**src/rtl/fighter_ctrl.sv**
```systemverilog
// Fighter character controller: one-hot action state, timed jump/punch/hitstun,
// post-punch attack lockout and single-cycle event pulses.
module fighter_ctrl #(
    parameter int unsigned CW              = 24,
    parameter int unsigned JUMP_CYCLES     = 25000000,
    parameter int unsigned PUNCH_CYCLES    = 6250000,
    parameter int unsigned COOLDOWN_CYCLES = 6250000,
    parameter int unsigned HITSTUN_CYCLES  = 12500000
) (
    input  logic       clk,
    input  logic       reset,
    input  logic       player,
    input  logic       left_btn,
    input  logic       right_btn,
    input  logic       up_btn,
    input  logic       down_btn,
    input  logic       attack_btn,
    input  logic       shield_btn,
    input  logic       hit,
    input  logic [7:0] health,
    input  logic [7:0] shield,
    output logic [8:0] action,
    output logic       attack_request,
    output logic       jump_request,
    output logic       block_event,
    output logic       jump_descending,
    output logic       busy
);

    // Counters widen past CW when a duration would not fit, so no load ever truncates.
    localparam int unsigned MAX_JP  = (JUMP_CYCLES > PUNCH_CYCLES) ? JUMP_CYCLES : PUNCH_CYCLES;
    localparam int unsigned MAX_CH  = (COOLDOWN_CYCLES > HITSTUN_CYCLES) ? COOLDOWN_CYCLES : HITSTUN_CYCLES;
    localparam int unsigned MAX_DUR = (MAX_JP > MAX_CH) ? MAX_JP : MAX_CH;
    localparam int unsigned NEED_W  = $clog2(MAX_DUR + 1);
    localparam int unsigned TW      = (CW > NEED_W) ? CW : NEED_W;

    localparam logic [TW-1:0] JUMP_LOAD  = TW'(JUMP_CYCLES - 1);
    localparam logic [TW-1:0] PUNCH_LOAD = TW'(PUNCH_CYCLES - 1);
    localparam logic [TW-1:0] HIT_LOAD   = TW'(HITSTUN_CYCLES - 1);
    localparam logic [TW-1:0] COOL_LOAD  = TW'(COOLDOWN_CYCLES);
    localparam logic [TW-1:0] JUMP_HALF  = TW'(JUMP_CYCLES / 2);

    typedef enum logic [7:0] {
        S_WALK    = 8'b0000_0001,
        S_CROUCH  = 8'b0000_0010,
        S_SHIELD  = 8'b0000_0100,
        S_JUMP    = 8'b0000_1000,
        S_PUNCH   = 8'b0001_0000,
        S_STAND   = 8'b0010_0000,
        S_HITSTUN = 8'b0100_0000,
        S_KO      = 8'b1000_0000
    } state_t;

    state_t        state, state_nxt, pick;
    logic          dir, dir_nxt;
    logic [TW-1:0] timer, timer_nxt;
    logic [TW-1:0] cooldown, cooldown_nxt, cooldown_dec;
    logic          areq_nxt, jreq_nxt, blk_nxt, desc_nxt, busy_nxt;
    logic          free_state, expired, attack_ok;

    // State and output registers
    always_ff @(posedge clk) begin
        if (!reset) begin
            state           <= S_STAND;
            dir             <= player;
            timer           <= '0;
            cooldown        <= '0;
            attack_request  <= 1'b0;
            jump_request    <= 1'b0;
            block_event     <= 1'b0;
            jump_descending <= 1'b0;
            busy            <= 1'b0;
        end else begin
            state           <= state_nxt;
            dir             <= dir_nxt;
            timer           <= timer_nxt;
            cooldown        <= cooldown_nxt;
            attack_request  <= areq_nxt;
            jump_request    <= jreq_nxt;
            block_event     <= blk_nxt;
            jump_descending <= desc_nxt;
            busy            <= busy_nxt;
        end
    end

    // Next-state, counter and pulse logic
    always_comb begin
        state_nxt    = state;
        dir_nxt      = dir;
        timer_nxt    = (timer == '0) ? '0 : timer - TW'(1);
        cooldown_dec = (cooldown == '0) ? '0 : cooldown - TW'(1);
        cooldown_nxt = cooldown_dec;
        areq_nxt     = 1'b0;
        jreq_nxt     = 1'b0;
        blk_nxt      = 1'b0;
        pick         = S_STAND;

        free_state = (state == S_STAND) || (state == S_WALK) ||
                     (state == S_CROUCH) || (state == S_SHIELD);
        expired    = (timer == '0);
        // Lockout spans exactly COOLDOWN_CYCLES shown cycles after a punch ends.
        attack_ok  = (cooldown_dec == '0) && (state != S_PUNCH);

        if (down_btn)                    pick = S_CROUCH;
        else if (left_btn || right_btn)  pick = S_WALK;
        else if (shield_btn)             pick = S_SHIELD;
        else if (up_btn)                 pick = S_JUMP;
        else if (attack_btn && attack_ok) pick = S_PUNCH;

        if (free_state || state == S_JUMP) begin
            if (right_btn)     dir_nxt = 1'b0;
            else if (left_btn) dir_nxt = 1'b1;
        end

        if (state == S_KO) begin
            state_nxt = S_KO;
        end else if (health == 8'd0) begin
            state_nxt = S_KO;
        end else if (hit && state == S_SHIELD && shield != 8'd0) begin
            blk_nxt = 1'b1;
        end else if (hit) begin
            state_nxt = S_HITSTUN;
            timer_nxt = HIT_LOAD;
        end else if (free_state || expired) begin
            state_nxt = pick;
            if (pick == S_JUMP) begin
                timer_nxt = JUMP_LOAD;
                jreq_nxt  = 1'b1;
            end else if (pick == S_PUNCH) begin
                timer_nxt = PUNCH_LOAD;
                areq_nxt  = 1'b1;
            end
        end

        if (state == S_PUNCH && state_nxt != S_PUNCH) begin
            cooldown_nxt = COOL_LOAD;
        end

        desc_nxt = (state_nxt == S_JUMP) && (timer_nxt < JUMP_HALF);
        busy_nxt = (state_nxt == S_JUMP) || (state_nxt == S_PUNCH) ||
                   (state_nxt == S_HITSTUN) || (state_nxt == S_KO);
    end

    assign action = {dir, state};

endmodule

```
**config.mk**
```make
export PLATFORM = sky130hd
export DESIGN_NAME = fighter_ctrl
export DESIGN_NICKNAME = d
export VERILOG_FILES = /design/src/rtl/fighter_ctrl.sv
export SDC_FILE = /design/constraint.sdc
export NUM_CORES = 1
export LEC_CHECK = 0
export ABC_AREA = 1
export CAP_MARGIN = 20
export CORE_MARGIN = 1.5
export CORE_UTILIZATION = 30
export DETAILED_ROUTE_END_ITERATION = 6
export PLACE_DENSITY_LB_ADDON = 0.3
export SETUP_SLACK_MARGIN = 0.02
export SLEW_MARGIN = 40
export SYNTH_ARGS = -nofsm -noshare
export SYNTH_HDL_FRONTEND = slang
export SYNTH_SLANG_ARGS = --single-unit
```
**constraint.sdc**
```tcl
create_clock -name clk -period 2.7 [get_ports clk]
set_clock_uncertainty 0.2 [all_clocks]
set_input_delay 0.27 -clock clk [delete_from_list [all_inputs] [get_ports clk]]
set_output_delay 0.27 -clock clk [all_outputs]
set_load 0.05 [all_outputs]
```
**After elaboration in Yosys (flattened, before gate mapping)**

Index checks and enable logic that the tools add are counted.

- Add/subtract/negate cells: 2
- Magnitude comparators: 1
- Eq/ne operators: 17
- Mux-type cells: 27
- Bitwise gates (word level): 2
- Reductions and logical operators: 25

Operator list:

| cell | number |
|---|---|
| 25-bit two-way mux | 9 |
| 25-bit logical NOT | 3 |
| 25-bit by 1-bit subtractor with 25-bit output, second input constant | 2 |
| 8-bit two-way mux | 5 |
| 6-bit two-way mux | 5 |
| 25-bit by 24-bit < comparator with 1-bit output, second input constant | 1 |
| 8-bit by 4-bit equality test with 1-bit output, second input constant | 3 |
| 8-bit by 5-bit equality test with 1-bit output, second input constant | 3 |
| 23-bit two-way mux | 1 |
| 8-bit equality test, second input constant | 2 |
| 8-bit by 5-bit inequality test with 1-bit output, second input constant | 2 |
| 1-bit logical OR | 9 |
| 8-bit by 1-bit equality test with 1-bit output, second input constant | 1 |
| 8-bit by 2-bit equality test with 1-bit output, second input constant | 1 |
| 8-bit by 3-bit equality test with 1-bit output, second input constant | 1 |
| 8-bit by 6-bit equality test with 1-bit output, second input constant | 1 |
| 8-bit by 7-bit equality test with 1-bit output, second input constant | 1 |
| 8-bit logical NOT | 1 |
| 8-bit nonzero test | 1 |
| 1-bit two-way mux | 7 |
| 7-bit OR reduction | 1 |
| 1-bit logical AND | 6 |
| 6-bit OR reduction | 1 |
| 3-bit by 1-bit inequality test with 1-bit output, second input constant | 1 |
| other kinds (5) | 6 |

- Flip-flop bits (word level): 64
- Bits of input ports: 26
- Output and inout port bits: 14
- Logic and storage cells: 84

**Logic depth before layout (Yosys ltp)**

Gate-level depths: netlist of the first run.

- Depth in word-level cells: 20
- Mapped depth: 24
- Gate-level depth less buffers: 23

**Worst setup path after synthesis of the first run**

No wires, ideal clock.

- Path kind: flip-flop to flip-flop
- Start: register cooldown[0]
- End: register jump_descending
- Library setup time: 0.113 ns
- Arrival time: 2.440 ns
- Setup slack: -0.053 ns
- Cell stages (with the launch flop): 24
- Buffers on the path: 2
- Clock period less this slack: 2.753 ns
- Cells stage by stage: dfxtp_1 inv_1 ha_1 nand2_1 nor2_1 nand2_1 nor2_1 nand2_1 buf_2 nand3_1 nand2_1 inv_1 nand2_1 nor2_2 nand4_2 buf_6 nand4_1 nand2_1 inv_1 nand2_1 nor2_1 nand2_1 nor2_1 nor2_1

- Cells in the longest elaborated chain, start to end: 20
- Elaborated cells on any way between the ends: 28
- Those cells by class: add/sub (1); order compare (1); eq/ne (3); mux (18); reduce/logical (5)

Ends and longest elaborated chain:

| what | line | RTL |
|---|---|---|
| start, declared | 57 | `logic [TW-1:0] cooldown, cooldown_nxt, cooldown_dec;` |
| start signal, assigned | 77 | `cooldown <= cooldown_nxt;` |
| 25-bit by 1-bit subtractor with 25-bit output / 25-bit logical NOT (equally long branches) | 91 | `cooldown_dec = (cooldown == '0) ? '0 : cooldown - TW'(1);` |
| 25-bit two-way mux (*) | 91 |  |
| 25-bit logical NOT (*) | 102 | `attack_ok = (cooldown_dec == '0) && (state != S_PUNCH);` |
| 1-bit logical AND (*) | 102 |  |
| 1-bit logical AND (*) | 108 | `else if (attack_btn && attack_ok) pick = S_PUNCH;` |
| 6-bit two-way mux (*) | 108 |  |
| 6-bit two-way mux (*) | 107 | `else if (up_btn) pick = S_JUMP;` |
| 6-bit two-way mux (*) | 106 | `else if (shield_btn) pick = S_SHIELD;` |
| (+4 left out) | n/a |  |
| 25-bit two-way mux | 126 | `if (pick == S_JUMP) begin` |
| 25-bit two-way mux | 124 | `end else if (free_state \|\| expired) begin` |
| 25-bit two-way mux | 121 | `end else if (hit) begin` |
| 25-bit two-way mux | 119 | `end else if (hit && state == S_SHIELD && shield != 8'd0) begin` |
| 25-bit two-way mux | 117 | `end else if (health == 8'd0) begin` |
| 25-bit two-way mux | 115 | `if (state == S_KO) begin` |
| 25-bit by 24-bit < comparator with 1-bit output | 139 | `desc_nxt = (state_nxt == S_JUMP) && (timer_nxt < JUMP_HALF);` |
| 1-bit logical AND (*) | 139 |  |
| end signal, assigned | 81 | `jump_descending <= desc_nxt;` |
| end, declared | 26 | `output logic jump_descending,` |

Every way passes the cells marked *; elsewhere a longest branch is shown, timed or not.
A chain may end at the register's enable or synchronous reset.

**Worst setup path after layout of the first run**

- Start: register cooldown[0]
- End: register cooldown[0]

- Cells in the longest elaborated chain, start to end: 18
- Elaborated cells on any way between the ends: 19
- Those cells by class: add/sub (1); eq/ne (1); mux (11); reduce/logical (6)

Ends and longest elaborated chain:

| what | line | RTL |
|---|---|---|
| 25-bit by 1-bit subtractor with 25-bit output / 25-bit logical NOT (equally long branches) | 91 |  |
| 25-bit two-way mux (*) | 91 |  |
| 25-bit logical NOT | 102 |  |
| 1-bit logical AND | 102 |  |
| 1-bit logical AND | 108 |  |
| 6-bit two-way mux | 108 |  |
| 6-bit two-way mux | 107 |  |
| 6-bit two-way mux | 106 |  |
| (+2 left out) | n/a |  |
| 8-bit two-way mux | 124 |  |
| 8-bit two-way mux | 121 |  |
| 8-bit two-way mux | 119 |  |
| 8-bit two-way mux | 117 |  |
| 8-bit two-way mux | 115 |  |
| 8-bit by 5-bit inequality test with 1-bit output | 135 | `if (state == S_PUNCH && state_nxt != S_PUNCH) begin` |
| 1-bit logical AND | 135 |  |
| 2-bit OR reduction (no source line) | n/a |  |

Marks and branches as above.

==> impl_metrics.ini, run 1 <==
[outcome]
status = finished, violations left
violations = setup timing

[hold_path]
min_from = cooldown[0]$_SDFF_PP0_
min_path_type = register to register

[worst_setup_path]
crit_fanout = 7
crit_buf_inv = 3
crit_path_frequent_cell = nand2_2
crit_type = register to register
critPathMaxStageDelay_ns = 0.32
crit_path_cell_trace = inv_2 > ha_4 > nand2_4 > nor2_4 > nand2_2 > buf_6 > nand2_2 > nand2_2 > o21ai_1 > nand2_1 > nor2_2 > nand2_1 > nor2_2 > nand4_1 > nand2_1 > nand2_2 > nor2_2 > nand2_2 > nand2_4 > buf_12 > nand2_8 > nor3_4
crit_arrival_ns = 2.95
cp-end-kind = register
cp-startpoint = cooldown[0]$_SDFF_PP0_
path_delay_family = simple AND/OR/NAND/NOR gates
cp-start-kind = register
rr_startpoint = cooldown[0]$_SDFF_PP0_
crit_required_ns = 2.76
cpMaxStageDelayCell = dfxtp_2

[routing]
wl_mm = 15.1
drc = 0
first_iter_violations = 286
post_drt_wl_per_cell_um = 13.3
routed_via_density = 4.75
ant_nets = 0
vias = 5377
dr.pass1.iters = 5

[sta]
min_period_ns = 2.89
worst_pin_slew_ns = 0.507
rsz0062_at_grt = yes
finalHoldViolations = 0
setup_violations = 27
drv_slew = 0
holdWs_ns = 0.308
final.setup.tns_ns = -3.71
relSlewSlack = 0.661
fin_crit_sh = 1.07
fin_ws_ns = -0.189
fmax_mhz = 346

[yosys]
syn_inst = 729
yosysMostFrequentCell = nand2_1
yosysTopAreaCellShare = 0.290
ys_warn_count = 0
async_flop_share = 0
synth_enable_flop_cells = 1
synthTopCellsByCount = nand2_1 (187), nor2_1 (134), inv_1 (99), nand3_1 (64), dfxtp_1 (63)
ys_seq_area_frac = 0.297
syn_area_sq_mm = 0.00434
postSynthAreaPerCell_sq_um = 5.96
ys_ff_latch = 64
synth_nets = 757
yosysUniqueCellTypes = 37
synth_area_leader_cell = dfxtp_1
synth_flop_cell = dfxtp_1
synth.area.top_cells = dfxtp_1 (29%), nand2_1 (16%), nor2_1 (12%)

[grt]
grt_max_degree = 21
grt_pass1_vias = 5216
grtUsageTotal = 0.207
grt_overflow_total = 0
antenna_found_initial = 0
grt_pass1_wl_mm = 24.3

[placed_design]
port_buffers = 39
gp_routability_congestion = 0.885
dpl.hpwl_mm = 11.0
placed_cell_area_sq_mm = 0.00610
dp_slack_ns = -0.319

[die]
start_util = 0.311
pin_count = 40
die_h_um = 123
fp.coreArea_sq_mm = 0.0140
fp.dieArea_sq_mm = 0.0152
die_width_um = 123
rows = 43

[clock_network]
cts-root-buf = clkbuf_16
path_clk_slew_ns = 0.05
numCtsBuffers = 9
tritoncts = built
cts_buffer_depth = 2
htreeDepth = 3
cts_num_sinks = 64
clk_latency_ns = 0.34
cts.hold.buffers_added = 0

[power_and_ir_drop]
powerDensity_mw_per_mm2 = 1080
p_leak_uw = 0.00354
ir_worst_vdd_uv = 511

[layout]
syn2layout_area_growth_pct = 63.1
diodes = 0
drive_gt1_frac = 0.362
nNetsFinal = 976
fillCellCount = 1345
design_area_sq_mm = 0.00709

[job]
drv_cap = 0
-- state kept, by name, indices dropped and copies added, names as in the netlist --
name             count
jump_descending      1
attack_request       1
jump_request         1
state                8
cooldown            25
dir                  1
block_event          1
timer               25
busy                 1
-- kinds of logic after synthesis --
kind of cell,synth area share
AND/OR/NAND/NOR,0.480
buffers and inverters,0.110
AO/OA/AOI/OAI,0.0890
flip-flops,0.297
XOR/XNOR,0.0181
adder cells (fa/ha/maj),0.00576
-- final cells by class --
class | instances | area, sq um | area share
Multi-Input combinational cell | 550 | 3090 | 0.436
Timing Repair Buffer | 221 | 1840 | 0.259
Sequential cell | 64 | 1290 | 0.183
Inverter | 102 | 387 | 0.0546
Clock buffer | 13 | 250 | 0.0353
Tap cell | 180 | 225 | 0.0318
Clock inverter | 1 | 5.00 | 0.000706
-- layout by cell type (no fill, tap or decap), types with 11 or more instances in the layout --
cell type and count:
buf_4 168, nor3_1 12, dfxtp_1 60, inv_1 93, nand4_1 17, nand3_2 17
a21oi_1 22, o21ai_0 19, buf_6 11, nor2_2 36, nor2_4 18, nor2_1 101
clkdlybuf4s50_1 39, nand2_2 28, nand3_1 47, nand2_1 162
-- repair_timing --
action | 4_1_cts | 5_1_grt
gates resized for setup | 90 | 62
buffers inserted | 18 | 8
pin swaps | 39 | 38
gates cloned | 5 | 0
endpoints found under the setup margin | 41 | 45
-- worst register-to-register path: cells and delay by family (launching register included) --
family                   cells  cell delay [ns]
AND/OR/NAND/NOR             17             1.67
buffers and inverters        3             0.35
flip-flops                   1             0.32
adder cells (fa/ha/maj)      1             0.16
AO/OA/AOI/OAI                1             0.13
-- layer usage --
metal  GRT usage  up-vias  share of wire
li1            -     2753              -
met3      0.0341       31          0.051
met1       0.261     2439           0.45
met2       0.348      154           0.47
met4      0.0869        0          0.024
met5           0        -              0
-- path summary, 6_finish.rpt --
| path | end | slack, ns | cells after the start |
|---|---|---|---|
| max | cooldown[0]$_SDFF_PP0_ | -0.19 | 22 |
| min | cooldown[0]$_SDFF_PP0_ | 0.31 | 2 |
| max reg2reg | cooldown[0]$_SDFF_PP0_ | -0.19 | 22 |
| min reg2reg | cooldown[0]$_SDFF_PP0_ | 0.31 | 2 |
-- power breakdown --
group	total (uW)	internal [uW]	switching, uW
logic	5320	2390	2930
clock network	1050	635	412
registers	1310	1140	170
total	7680	4170	3510
-- stage by stage --
step / cells / power (uW) / utilization
2_1_floorplan: 729 / 3560 / -
3_3_place_gp: 1091 / 5310 / 0.436
3_5_place_dp: 1091 / 5320 / 0.436
4_1_cts: 1128 / 7170 / 0.492
5_1_grt: 1131 / 8250 / 0.507
6_report: 1131 / 7680 / 0.507
No activity file was read; power rests on OpenSTA's default activity.
==> run 2: changes to the inputs <==
- CTS_CLUSTER_SIZE: not set -> 14
- REMOVE_ABC_BUFFERS: not set -> 1
==> run 2 against run 1 <==
Net effect: critical path type unchanged; first-iteration DRC count decreased by 24%; hold slack better by 0.014 ns; final cell count increased by 0.97%; non-clock buffer count rose by 9; the flow still finishes with violations (setup timing); power rose by 1.0%; design area up 0.34%; setup slack got worse by 0.047 ns; register-to-register slack got worse by 0.05 ns; via count decreased by 0.84%; largest power group unchanged.
==> impl_metrics.ini, run 2 (same netlist as run 1, synthesis figures left out) <==
[routing]
vias = 5332
dr.pass1.iters = 4
drc = 0
routed_via_density = 4.67
ant_nets = 0
first_iter_violations = 218
post_drt_wl_per_cell_um = 13.2
wl_mm = 15.0

[worst_setup_path]
cp-start-kind = register
reg2reg_depth = 23
crit_buf_inv = 5
crit_required_ns = 2.74
crit_path_frequent_cell = nand2_1
crit_type = register to register
critPathMaxStageDelay_ns = 0.35
crit_fanout = 6
r2r_slack_ns = -0.24
path_delay_family = simple AND/OR/NAND/NOR gates
cp.depth = 23
crit_arrival_ns = 2.97
cpMaxStageDelayCell = dfxtp_2
cp-end-kind = register
crit_path_cell_trace = inv_2 > ha_4 > nand2_4 > nor2_4 > buf_4 > buf_4 > nand3_2 > nand2_2 > o21ai_4 > nand2_1 > nor2_1 > nand2_2 > nor2_4 > nand4_4 > buf_6 > nand4_1 > nand2_1 > inv_1 > nand2_1 > nor2_2 > nand2_1 > nor2_1 > nor2_1

[grt]
grt_overflow_total = 0
grt_pass1_vias = 5043
grtUsageTotal = 0.206
grt_max_degree = 21
antenna_found_initial = 0
grt_pass1_wl_mm = 24.1

[layout]
drive_gt1_frac = 0.356
diodes = 0
syn2layout_area_growth_pct = 63.7
final_common_cell = buf_4
design_area_sq_mm = 0.00711
nNetsFinal = 985
reg_top3 = cooldown: 25 flops, timer: 25 flops, state: 8 flops
final_util = 0.508
layout_common_cells = buf_4 (180), nand2_1 (156), nor2_1 (109)

[die]
start_util = 0.311
die_h_um = 123
fp.coreArea_sq_mm = 0.0140
pin_count = 40
die_width_um = 123
fp.dieArea_sq_mm = 0.0152
rows = 43

[placed_design]
dpl.hpwl_mm = 10.9
dp_slack_ns = -0.326
placed_cell_area_sq_mm = 0.00609
gp_routability_congestion = 0.895
port_buffers = 39

[power_and_ir_drop]
p_leak_uw = 0.00358
ir_worst_vdd_uv = 621
powerDensity_mw_per_mm2 = 1090
power.total_uw = 7760

[outcome]
status = finished, violations left
violations = setup timing

[clock_network]
tritoncts = built
cts_buffer_depth = 2
cts_num_sinks = 64
path_clk_slew_ns = 0.05
cts-root-buf = clkbuf_16
clk_latency_ns = 0.35
htreeDepth = 3
numCtsBuffers = 9
cts.hold.buffers_added = 0

[sta]
holdWs_ns = 0.322
worst_pin_slew_ns = 0.526
drv_slew = 0
relSlewSlack = 0.648
fin_ws_ns = -0.237
min_period_ns = 2.94
finalHoldViolations = 0
setup_violations = 28
fmax_mhz = 340
fin_crit_sh = 1.09
rsz0062_at_grt = yes

[hold_path]
min_path_type = register to register
hold_depth = 2

[job]
drv_cap = 0
-- run 2: cell count changes in the layout (fill, tap and decap cells not counted), moves of 7 or more --
cell	before	now
nand2_2	28	35
nor2_1	101	109
nor2_4	18	11
buf_4	168	180
a21oi_2	9	1
a21oi_1	22	30
-- run 2: final timing paths --
check / startpoint / to
worst max register to register: cooldown[1]$_SDFF_PP0_ / jump_descending$_SDFF_PN0_
worst min register to register: cooldown[0]$_SDFF_PP0_ / cooldown[0]$_SDFF_PP0_
worst min-delay path: cooldown[0]$_SDFF_PP0_ / cooldown[0]$_SDFF_PP0_
worst max-delay path: cooldown[1]$_SDFF_PP0_ / jump_descending$_SDFF_PN0_
-- run 2: final cells by class --
cell class / instances / area (sq um)
timing repair buffer: 230 / 1900
clock buffer: 13 / 250
clock inverter: 3 / 17.5
fill: 1387 / 6880
sequential: 64 / 1290
inverter: 102 / 388
tap: 180 / 225
multi-input combinational: 550 / 3040
-- run 2: metrics by stage --
stage               TNS (ns)  instances
finish                 -5.01       1142
global placement       -4.88       1092
global route           -9.00       1142
floorplan             -0.317        713
CTS                    -1.70       1124
detailed placement     -5.59       1092
-- run 2: what timing repair did --
item,4_1_cts,5_1_grt
pin swaps,29,42
setup buffers,12,17
hold endpoints to repair,0,0
gates resized for setup,70,67
setup endpoints to repair,39,51
gates cloned,4,1
-- run 2: per-layer routing --
metal / vias to the layer above / wire, um / share of wire / track usage
met5: - / 0 / 0 / 0
met4: 0 / 434 / 0.029 / 0.0812
met3: 31 / 882 / 0.059 / 0.0452
met2: 158 / 6990 / 0.47 / 0.339
met1: 2368 / 6710 / 0.45 / 0.263
li1: 2775 / - / - / -
-- run 2: where the power goes --
group          switching, uW  leakage (uW)  internal (uW)
combinational           2920       0.00292           2470
clock                    424      0.000130            643
sequential               162      0.000528           1140
-- run 2: worst register-to-register path, cell delays in order (launching register included) --
cell and delay [ns]:
dfxtp_2 0.35, inv_2 0.05, ha_4 0.17, nand2_4 0.07
nor2_4 0.04, buf_4 0.12, buf_4 0.13, nand3_2 0.06
nand2_2 0.07, o21ai_4 0.19, nand2_1 0.10, nor2_1 0.13
nand2_2 0.08, nor2_4 0.16, nand4_4 0.13, buf_6 0.17
nand4_1 0.10, nand2_1 0.07, inv_1 0.05, nand2_1 0.06
nor2_2 0.13, nand2_1 0.06, nor2_1 0.08, nor2_1 0.05
==> run 3: changes to the inputs <==
- CELL_PAD_IN_SITES_DETAIL_PLACEMENT: not set -> 0
- CELL_PAD_IN_SITES_GLOBAL_PLACEMENT: not set -> 1
- CORE_MARGIN: 1.5 -> 3
==> run 3 against run 2 <==
Net effect: the flow still finishes with violations (setup timing); fmax hardly changed; global-route usage is 0.43 points lower; core utilization is 1.2 points higher; count of clock-buffer cells in the layout is 1 higher; sequential share of layout area is 0.46 points lower; design area is 2.7% higher; non-clock buffer count is 15 higher; first-iteration DRC count is 39% higher; clock power is 9% higher; die area is 4.9% higher; register-to-register slack hardly changed; highest routed layer unchanged.
==> impl_metrics.ini, run 3 (same netlist as run 1, synthesis figures left out) <==
[outcome]
status = finished, violations left
violations = setup timing

[placed_design]
gp_routability_congestion = 0.929
port_buffers = 39
dpl.hpwl_mm = 11.9
placed_cell_area_sq_mm = 0.00616

[worst_setup_path]
crit_required_ns = 2.71
r2r_slack_ns = -0.24
crit_type = register to register
crit_fanout = 8
r2r_end = cooldown[19]$_SDFF_PN0_
crit_arrival_ns = 2.95
cp-end-kind = register
reg2reg_depth = 22
cp-start-kind = register
rr_startpoint = cooldown[1]$_SDFF_PP0_

[layout]
final_common_cell = buf_4
syn2layout_area_growth_pct = 68.1
fillCellCount = 1383
reg_top3 = cooldown: 25 flops, timer: 25 flops, state: 8 flops
drive_gt1_frac = 0.376
diodes = 0
layout_common_cells = buf_4 (192), nand2_1 (166), nor2_1 (108)
design_area_sq_mm = 0.00730
nNetsFinal = 1000

[routing]
wl_mm = 16.1
drc = 0
first_iter_violations = 304
dr.pass1.iters = 6
post_drt_wl_per_cell_um = 13.9
routed_via_density = 4.75
vias = 5495
ant_nets = 0

[sta]
final.setup.tns_ns = -5.19
min_period_ns = 2.94
holdWs_ns = 0.213
fmax_mhz = 340
drv_slew = 0
worst_pin_slew_ns = 0.529
finalHoldViolations = 0
fin_crit_sh = 1.09
relSlewSlack = 0.646
rsz0062_at_grt = yes
setup_violations = 29
fin_ws_ns = -0.237

[grt]
use_met1 = 0.251
grt_max_degree = 19
grt_pass1_vias = 5513
met3_usage = 0.0480
grt_pass1_wl_mm = 26.0
busiest_layer = met2
grt.met2_usage = 0.342
grt_overflow_total = 0
antenna_found_initial = 0
grtUsageTotal = 0.202

[clock_network]
numCtsBuffers = 9
path_clk_slew_ns = 0.05
cts_num_sinks = 64
cts-root-buf = clkbuf_16
tritoncts = built
htreeDepth = 3
cts_buffer_depth = 2
cts.hold.buffers_added = 0
clk_latency_ns = 0.34

[power_and_ir_drop]
ir_worst_vdd_uv = 589
p_leak_uw = 0.00365
power.total_uw = 8120
powerDensity_mw_per_mm2 = 1110

[die]
pin_count = 40
fp.coreArea_sq_mm = 0.0140
die_width_um = 126
die_h_um = 126
start_util = 0.309
fp.dieArea_sq_mm = 0.0160
rows = 43

[job]
drv_cap = 0

[hold_path]
min_from = cooldown[0]$_SDFF_PP0_
hold_depth = 1
min_to = cooldown[0]$_SDFF_PP0_
min_path_type = register to register
==> run 3: cell types whose count changed in the layout (fill, tap and decap cells not counted), sizes merged <==
cell      previous run  this run
buf                190       206
clkinvlp             1         0
==> run 3: worst max-delay path by stage <==
stage / startpoint / to / slack (ns) / depth (start not counted)
final: cooldown[1]$_SDFF_PP0_ / cooldown[19]$_SDFF_PN0_ / -0.24 / 22
after global routing: cooldown[1]$_SDFF_PP0_ / cooldown[17]$_SDFF_PN0_ / -0.41 / 22
after CTS: cooldown[1]$_SDFF_PP0_ / jump_descending$_SDFF_PN0_ / -0.13 / 25
after detailed placement: cooldown[0]$_SDFF_PP0_ / jump_descending$_SDFF_PN0_ / -0.35 / 20
after global placement: cooldown[0]$_SDFF_PP0_ / jump_descending$_SDFF_PN0_ / -0.36 / 23
after floorplan: cooldown[0]$_SDFF_PP0_ / jump_descending$_SDFF_PN0_ / -0.24 / 21
==> run 3: final cells by class <==
type	instances	area, sq um	share of cell area
Timing Repair Buffer	245	1990	0.273
Sequential cell	64	1300	0.178
Clock buffer	14	285	0.0391
Inverter	102	388	0.0531
Tap cell	180	225	0.0308
Multi-Input combinational cell	550	3100	0.425
Clock inverter	2	10.0	0.00137
==> run 3: what timing repair did <==
item	in CTS	in global routing
resized for setup	88	69
setup endpoints to repair	45	50
pin swaps	36	34
setup buffers	21	12
gates cloned	3	1
hold endpoints to repair	0	0
==> run 3: worst max-delay path, cell delays in order (launching register included) <==
cell	delay [ns]
dfxtp_2	0.33
inv_2	0.07
ha_4	0.14
buf_6	0.10
nand2_4	0.06
nor2_4	0.11
nand2_2	0.10
clkinv_4	0.11
nand2_8	0.09
nand3_2	0.08
buf_4	0.12
nand2_2	0.06
nor2_1	0.13
nand2_1	0.08
nor2_2	0.13
nand4_1	0.14
nand2_1	0.12
nand2_2	0.07
nor2_2	0.10
nand2_2	0.08
nand2_4	0.16
buf_8	0.17
a21oi_2	0.06
==> run 3: metal layers <==
| layer | wire length, um | up-vias |
|---|---|---|
| met5 | 0 | - |
| met4 | 444 | 0 |
| met3 | 794 | 34 |
| met2 | 7660 | 134 |
| met1 | 7200 | 2515 |
| li1 | - | 2812 |
==> run 3: power by group <==
group          switching [uW]  total (uW)  leakage, uW  internal [uW]
combinational            3000        5640      0.00297           2640
sequential                163        1310     0.000529           1140
clock                     443        1170     0.000148            725
total                    3610        8120      0.00365           4510
==> run 3: stage by stage <==
| step | setup WS (ns) | util | std cells |
|---|---|---|---|
| 2_1_floorplan | -0.240 | - | 713 |
| 6_report | -0.237 | 0.520 | 1157 |
| 5_1_grt | -0.414 | 0.520 | 1157 |
| 4_1_cts | -0.126 | 0.496 | 1144 |
| 3_3_place_gp | -0.355 | 0.439 | 1105 |
| 3_5_place_dp | -0.352 | 0.439 | 1105 |
==> variant 1: new RTL, settings of run 3 <==
Register the inputs `left_btn`, `right_btn`, `up_btn`, `down_btn`, `attack_btn` and `shield_btn` before use, without a reset. The logic sees them one clock later. The other inputs are not delayed to match.
--- a/src/rtl/fighter_ctrl.sv
+++ b/src/rtl/fighter_ctrl.sv
@@ -53,2 +53,18 @@
 
+    logic left_btn_q;
+    logic right_btn_q;
+    logic up_btn_q;
+    logic down_btn_q;
+    logic attack_btn_q;
+    logic shield_btn_q;
+
+    always_ff @(posedge clk) begin
+        left_btn_q   <= left_btn;
+        right_btn_q  <= right_btn;
+        up_btn_q     <= up_btn;
+        down_btn_q   <= down_btn;
+        attack_btn_q <= attack_btn;
+        shield_btn_q <= shield_btn;
+    end
+
     state_t        state, state_nxt, pick;
@@ -103,11 +119,11 @@
 
-        if (down_btn)                    pick = S_CROUCH;
-        else if (left_btn || right_btn)  pick = S_WALK;
-        else if (shield_btn)             pick = S_SHIELD;
-        else if (up_btn)                 pick = S_JUMP;
-        else if (attack_btn && attack_ok) pick = S_PUNCH;
+        if (down_btn_q)                    pick = S_CROUCH;
+        else if (left_btn_q || right_btn_q)  pick = S_WALK;
+        else if (shield_btn_q)             pick = S_SHIELD;
+        else if (up_btn_q)                 pick = S_JUMP;
+        else if (attack_btn_q && attack_ok) pick = S_PUNCH;
 
         if (free_state || state == S_JUMP) begin
-            if (right_btn)     dir_nxt = 1'b0;
-            else if (left_btn) dir_nxt = 1'b1;
+            if (right_btn_q)     dir_nxt = 1'b0;
+            else if (left_btn_q) dir_nxt = 1'b1;
         end
Formal check against the unedited RTL: not equivalent (a bounded check fails within 4 cycles, from zero or initial values and one cycle with reset low).
==> variant 1 against run 3 <==
  * Sequential power rose by 9%
  * The run ends with design-rule violations, negative setup slack left
  * Global-route usage down 0.70 points
  * Critical endpoint is now jump_descending
  * Routed wire length is 4.3% higher
  * Worst setup slack better by 39 ps
  * Sequential cell count is 6 higher
  * Total power grew 3.8%
  * Largest cell class unchanged
  * Cell area grew 3.6%
  * Clock power increased by 3%
  * Largest power group unchanged
  * Hold slack worse by 44 ps
  * Die area up 2.6%
  * Area after synthesis rose by 2.8%
  * Critical path type unchanged
==> variant 1: results (changes against run 3) <==
Setup path
  • Crit path max fanout: 6 (was 8)

Place
  • DP Worst Slack: -366 ps (was -352 ps)
  • Post-Place Cells: 1098 (was 1105)
  • Hpwl dp: 11.8 mm (was 11.9 mm)
  • Gpl congestion: 0.927 (was 0.929)

Final layout
  • Seq/total area: 18.8% (was 17.8%)
  • FILL cells: 1361 (was 1383)
  • Final nets: 993 (was 1000)
  • Proportion of layout cells with a drive suffix above 1: 40.8% (was 37.6%)
  • Area of the multi-input gates: 3300 um^2 (was 3100 um^2)
  • Non-Filler Instances: 1150 (was 1157)
  • Clk cell area share: 3.95% (was 4.04%)

Yosys
  • Sequential area share after synthesis: 31.6% (was 29.7%)
  • Synth Instances: 735 (was 729)
  • Synth Register Bits: 70 (was 64)

Power and ir drop
  • Max IR drop VDD: 0.498 mV (was 0.589 mV)
  • Cell area power density: 1110 nW/um^2 (about the same)
  • Lkg Pwr: 3.73 nW (was 3.65 nW)
  • P_sw: 0.00387 W (was 0.00361 W)

Timing
  • Final Setup Violations: 27 (was 29)
  • Setup TNS: -3500 ps (was -5190 ps)
  • Slew margin rel.: 63.1% (was 64.6%)
  • Setup ws final: -198 ps (was -237 ps)

Status
  • Outcome: finished, violations left (unchanged)
  • Failing checks: design-rule violations, negative setup slack (was negative setup slack)

Global route
  • Tot GR Track Use: 19.5% (was 20.2%)
  • Largest net degree at the start of global routing: 22 (was 19)
  • Vias in the first global route: 5378 (was 5513)

Worst hold path
  • Min-Delay Path Class: in2reg (was reg2reg)

Clocking
  • Setup bufs post-CTS: 26 (was 21)
  • Resized cells post-CTS: 92 (was 88)

Routing
  • DRC errors left: 3 (was 0)
  • Drt pass-1 iters: 7 (was 6)
## variant 1: cell types whose count changed in the layout (fill, tap and decap cells not counted), sizes merged
| cell | run 3 | this run |
|---|---|---|
| clkbuf | 14 | 10 |
| bufinv | 0 | 1 |
| inv | 99 | 101 |
| buf | 206 | 192 |
| dfxtp | 63 | 69 |
| clkinvlp | 0 | 2 |
## variant 1: logic make-up after synthesis
family / share of synthesized area [%]
simple gates: 46.7
buf+inv: 10.7
compound gates: 8.66
flops: 31.6
xor+xnor: 1.77
fa+ha+maj: 0.560
## variant 1: worst paths after layout
kind | cells after the start | slack (ps) | from | to
worst max-delay path | 24 | -200 | cooldown[0] | jump_descending
worst min-delay path | 1 | 170 | down_btn | down_btn_q
worst max register to register | 24 | -200 | cooldown[0] | jump_descending
worst min register to register | 2 | 310 | cooldown[0] | cooldown[0]
## variant 1: metal layers
layer,GRT usage [%],up-vias,routed length (um)
met5,0,-,0
met1,24.5,2568,7230
met4,7.12,0,442
met2,33.7,194,8260
met3,2.96,36,848
li1,-,2795,-
==> variant 2: new RTL, flow settings as in run 3 <==
Made on the original files. The parameter `CW` goes from 24 to 36.
--- a/src/rtl/fighter_ctrl.sv
+++ b/src/rtl/fighter_ctrl.sv
@@ -3,3 +3,3 @@
 module fighter_ctrl #(
-    parameter int unsigned CW              = 24,
+    parameter int unsigned CW              = 36,
     parameter int unsigned JUMP_CYCLES     = 25000000,
Behaviour: no difference found for any inputs over 4 cycles, from zero or initial values and one cycle with reset low; that may be too few to reach the edited logic, so the function may still have changed.
==> variant 2 against run 3 <==
  * Fmax decreased by 7.3%
  * Total power increased by 24%
  * Global-route usage increased by 0.48 points
  * Routed wire length increased by 29%
  * Core utilization decreased by 0.94 points
  * Count of clock-buffer cells in the layout decreased by 3
  * Area after synthesis increased by 30%
  * Sequential cell count increased by 22
  * The flow still finishes with violations (negative setup slack)
  * Worst setup slack got worse by 230 ps
  * Cell area increased by 27%
  * Largest cell class unchanged
==> variant 2: results (changes against run 3) <==
Status
  • Outcome: finished, violations left (unchanged)
  • Failing checks: negative setup slack (unchanged)

Timing
  • Setup ws final: -469 ps (was -237 ps)
  • Worst Tran Pin Value: 679 ps (was 529 ps)
  • Final Setup Violations: 73 (was 29)

Global route
  • Largest net degree at the start of global routing: 20 (was 19)
  • Tot GR Track Use: 20.7% (was 20.2%)
  • Vias in the first global route: 6729 (was 5513)
  • First-pass GRT wire length: 33.6 mm (was 26.0 mm)
  • Initial antenna violation count: 0 (unchanged)

Setup path
  • Worst path slowest cell: dfxtp_2 (unchanged)
  • Crit path max fanout: 8 (unchanged)
  • CP peak stage delay: 330 ps (about the same)

Power and ir drop
  • Lkg Pwr: 4.82 nW (was 3.65 nW)
  • Max IR drop VDD: 0.545 mV (was 0.589 mV)

Routing
  • Met3 WL: 877 um (was 794 um)
  • DR WL met2: 9.02 mm (was 7.66 mm)
  • Post-Route WL: 20.7 mm (was 16.1 mm)
  • Initial DRC Count: 408 (was 304)
  • Drt pass-1 iters: 5 (was 6)
  • DR vias/cell: 4.60 (was 4.75)
  • Wire length on met1: 10.5 mm (was 7.20 mm)

Place
  • Hpwl dp: 16.2 mm (was 11.9 mm)
  • Cell Area, Placed: 8370 um^2 (was 6160 um^2)
  • Gpl congestion: 0.891 (was 0.929)

Yosys
  • Most frequent cells after synthesis: 215 x nand2_1, 180 x nor2_1, 126 x inv_1, 85 x dfxtp_1, 77 x nand3_1 (was 187 x nand2_1, 134 x nor2_1, 99 x inv_1, 64 x nand3_1, 63 x dfxtp_1)
  • Sequential area share after synthesis: 30.7% (was 29.7%)
  • Number of synthesized flops with an enable pin: 1 (unchanged)
  • Area contributors post-synth: dfxtp_1 30%, nand2_1 14%, nor2_1 12%, inv_1 8.4%, nand3_1 6.8% (was dfxtp_1 29%, nand2_1 16%, nor2_1 12%, inv_1 8.6%, nand3_1 7.4%)
  • Netlist cell types: 38 (was 37)

Clocking
  • Resized cells post-CTS: 32 (was 88)
  • Clk buf depth: 2 (unchanged)
  • Register clock-pin slew on the reported worst setup and hold paths: 70 ps (was 50 ps)
  • Clock buffer count from CTS: 9 (unchanged)
  • Setup bufs post-CTS: 1 (was 21)

Final layout
  • Biggest regs: cooldown: 36 flops, timer: 36 flops, state: 8 flops (was cooldown: 25 flops, timer: 25 flops, state: 8 flops)
  • Area of the multi-input gates: 3660 um^2 (was 3100 um^2)
  • Proportion of layout cells with a drive suffix above 1: 35.9% (was 37.6%)
  • Final nets: 1285 (was 1000)
  • FILL cells: 1862 (was 1383)
## variant 2: power breakdown
group	switching (W)	total [W]	internal (W)	leakage (nW)
Clock	0.000571	0.00153	0.000957	0.172
Sequential	0.000173	0.00166	0.00149	0.707
Combinational	0.00361	0.00684	0.00323	3.94
## variant 2: per-layer routing
metal  vias up  GRT usage, %
met4         0          5.55
li1       3611             -
met1      3081          29.7
met5         -             0
met3        29          2.48
met2       144          32.9
## variant 2: final cells by class
type	count	area share, %
clock inverters	5	1.12
flip-flops and latches	86	18.7
inverters	128	5.22
repair buffers	337	29.8
clock buffers	11	2.72
multi-input cells	695	39.3
well taps	229	3.08
## variant 2: final timing paths
check / startpoint / end / slack [ps] / cells past startpoint
worst max-delay path: cooldown[8] / jump_descending / -470 / 20
worst max register to register: cooldown[8] / jump_descending / -470 / 20
worst min register to register: cooldown[0] / cooldown[0] / 310 / 2
worst min-delay path: cooldown[0] / cooldown[0] / 310 / 2
## variant 2: kinds of logic (layout without fill, tap and decap cells)
group / Yosys count / count (layout) / synth area share (%)
simple gates: 592 / 592 / 46.6
xor+xnor: 33 / 33 / 5.12
compound gates: 68 / 68 / 6.47
fa+ha+maj: 2 / 2 / 0.443
flops: 86 / 86 / 30.7
buf+inv: 150 / 481 / 10.7
## variant 2: metrics by stage
| step | cells | hold WS, ps | TNS, ps | total power, W | setup WS, ps |
|---|---|---|---|---|---|
| 4_1_cts | 1476 | 325 | -15160 | 0.00944 | -391 |
| 3_3_place_gp | 1459 | 307 | -22930 | 0.00770 | -497 |
| 6_report | 1491 | 313 | -20360 | 0.0100 | -469 |
| 3_5_place_dp | 1459 | 318 | -22950 | 0.00771 | -521 |
| 5_1_grt | 1491 | 321 | -37480 | 0.0108 | -711 |
| 2_1_floorplan | 909 | 139 | -29210 | 0.00475 | -688 |
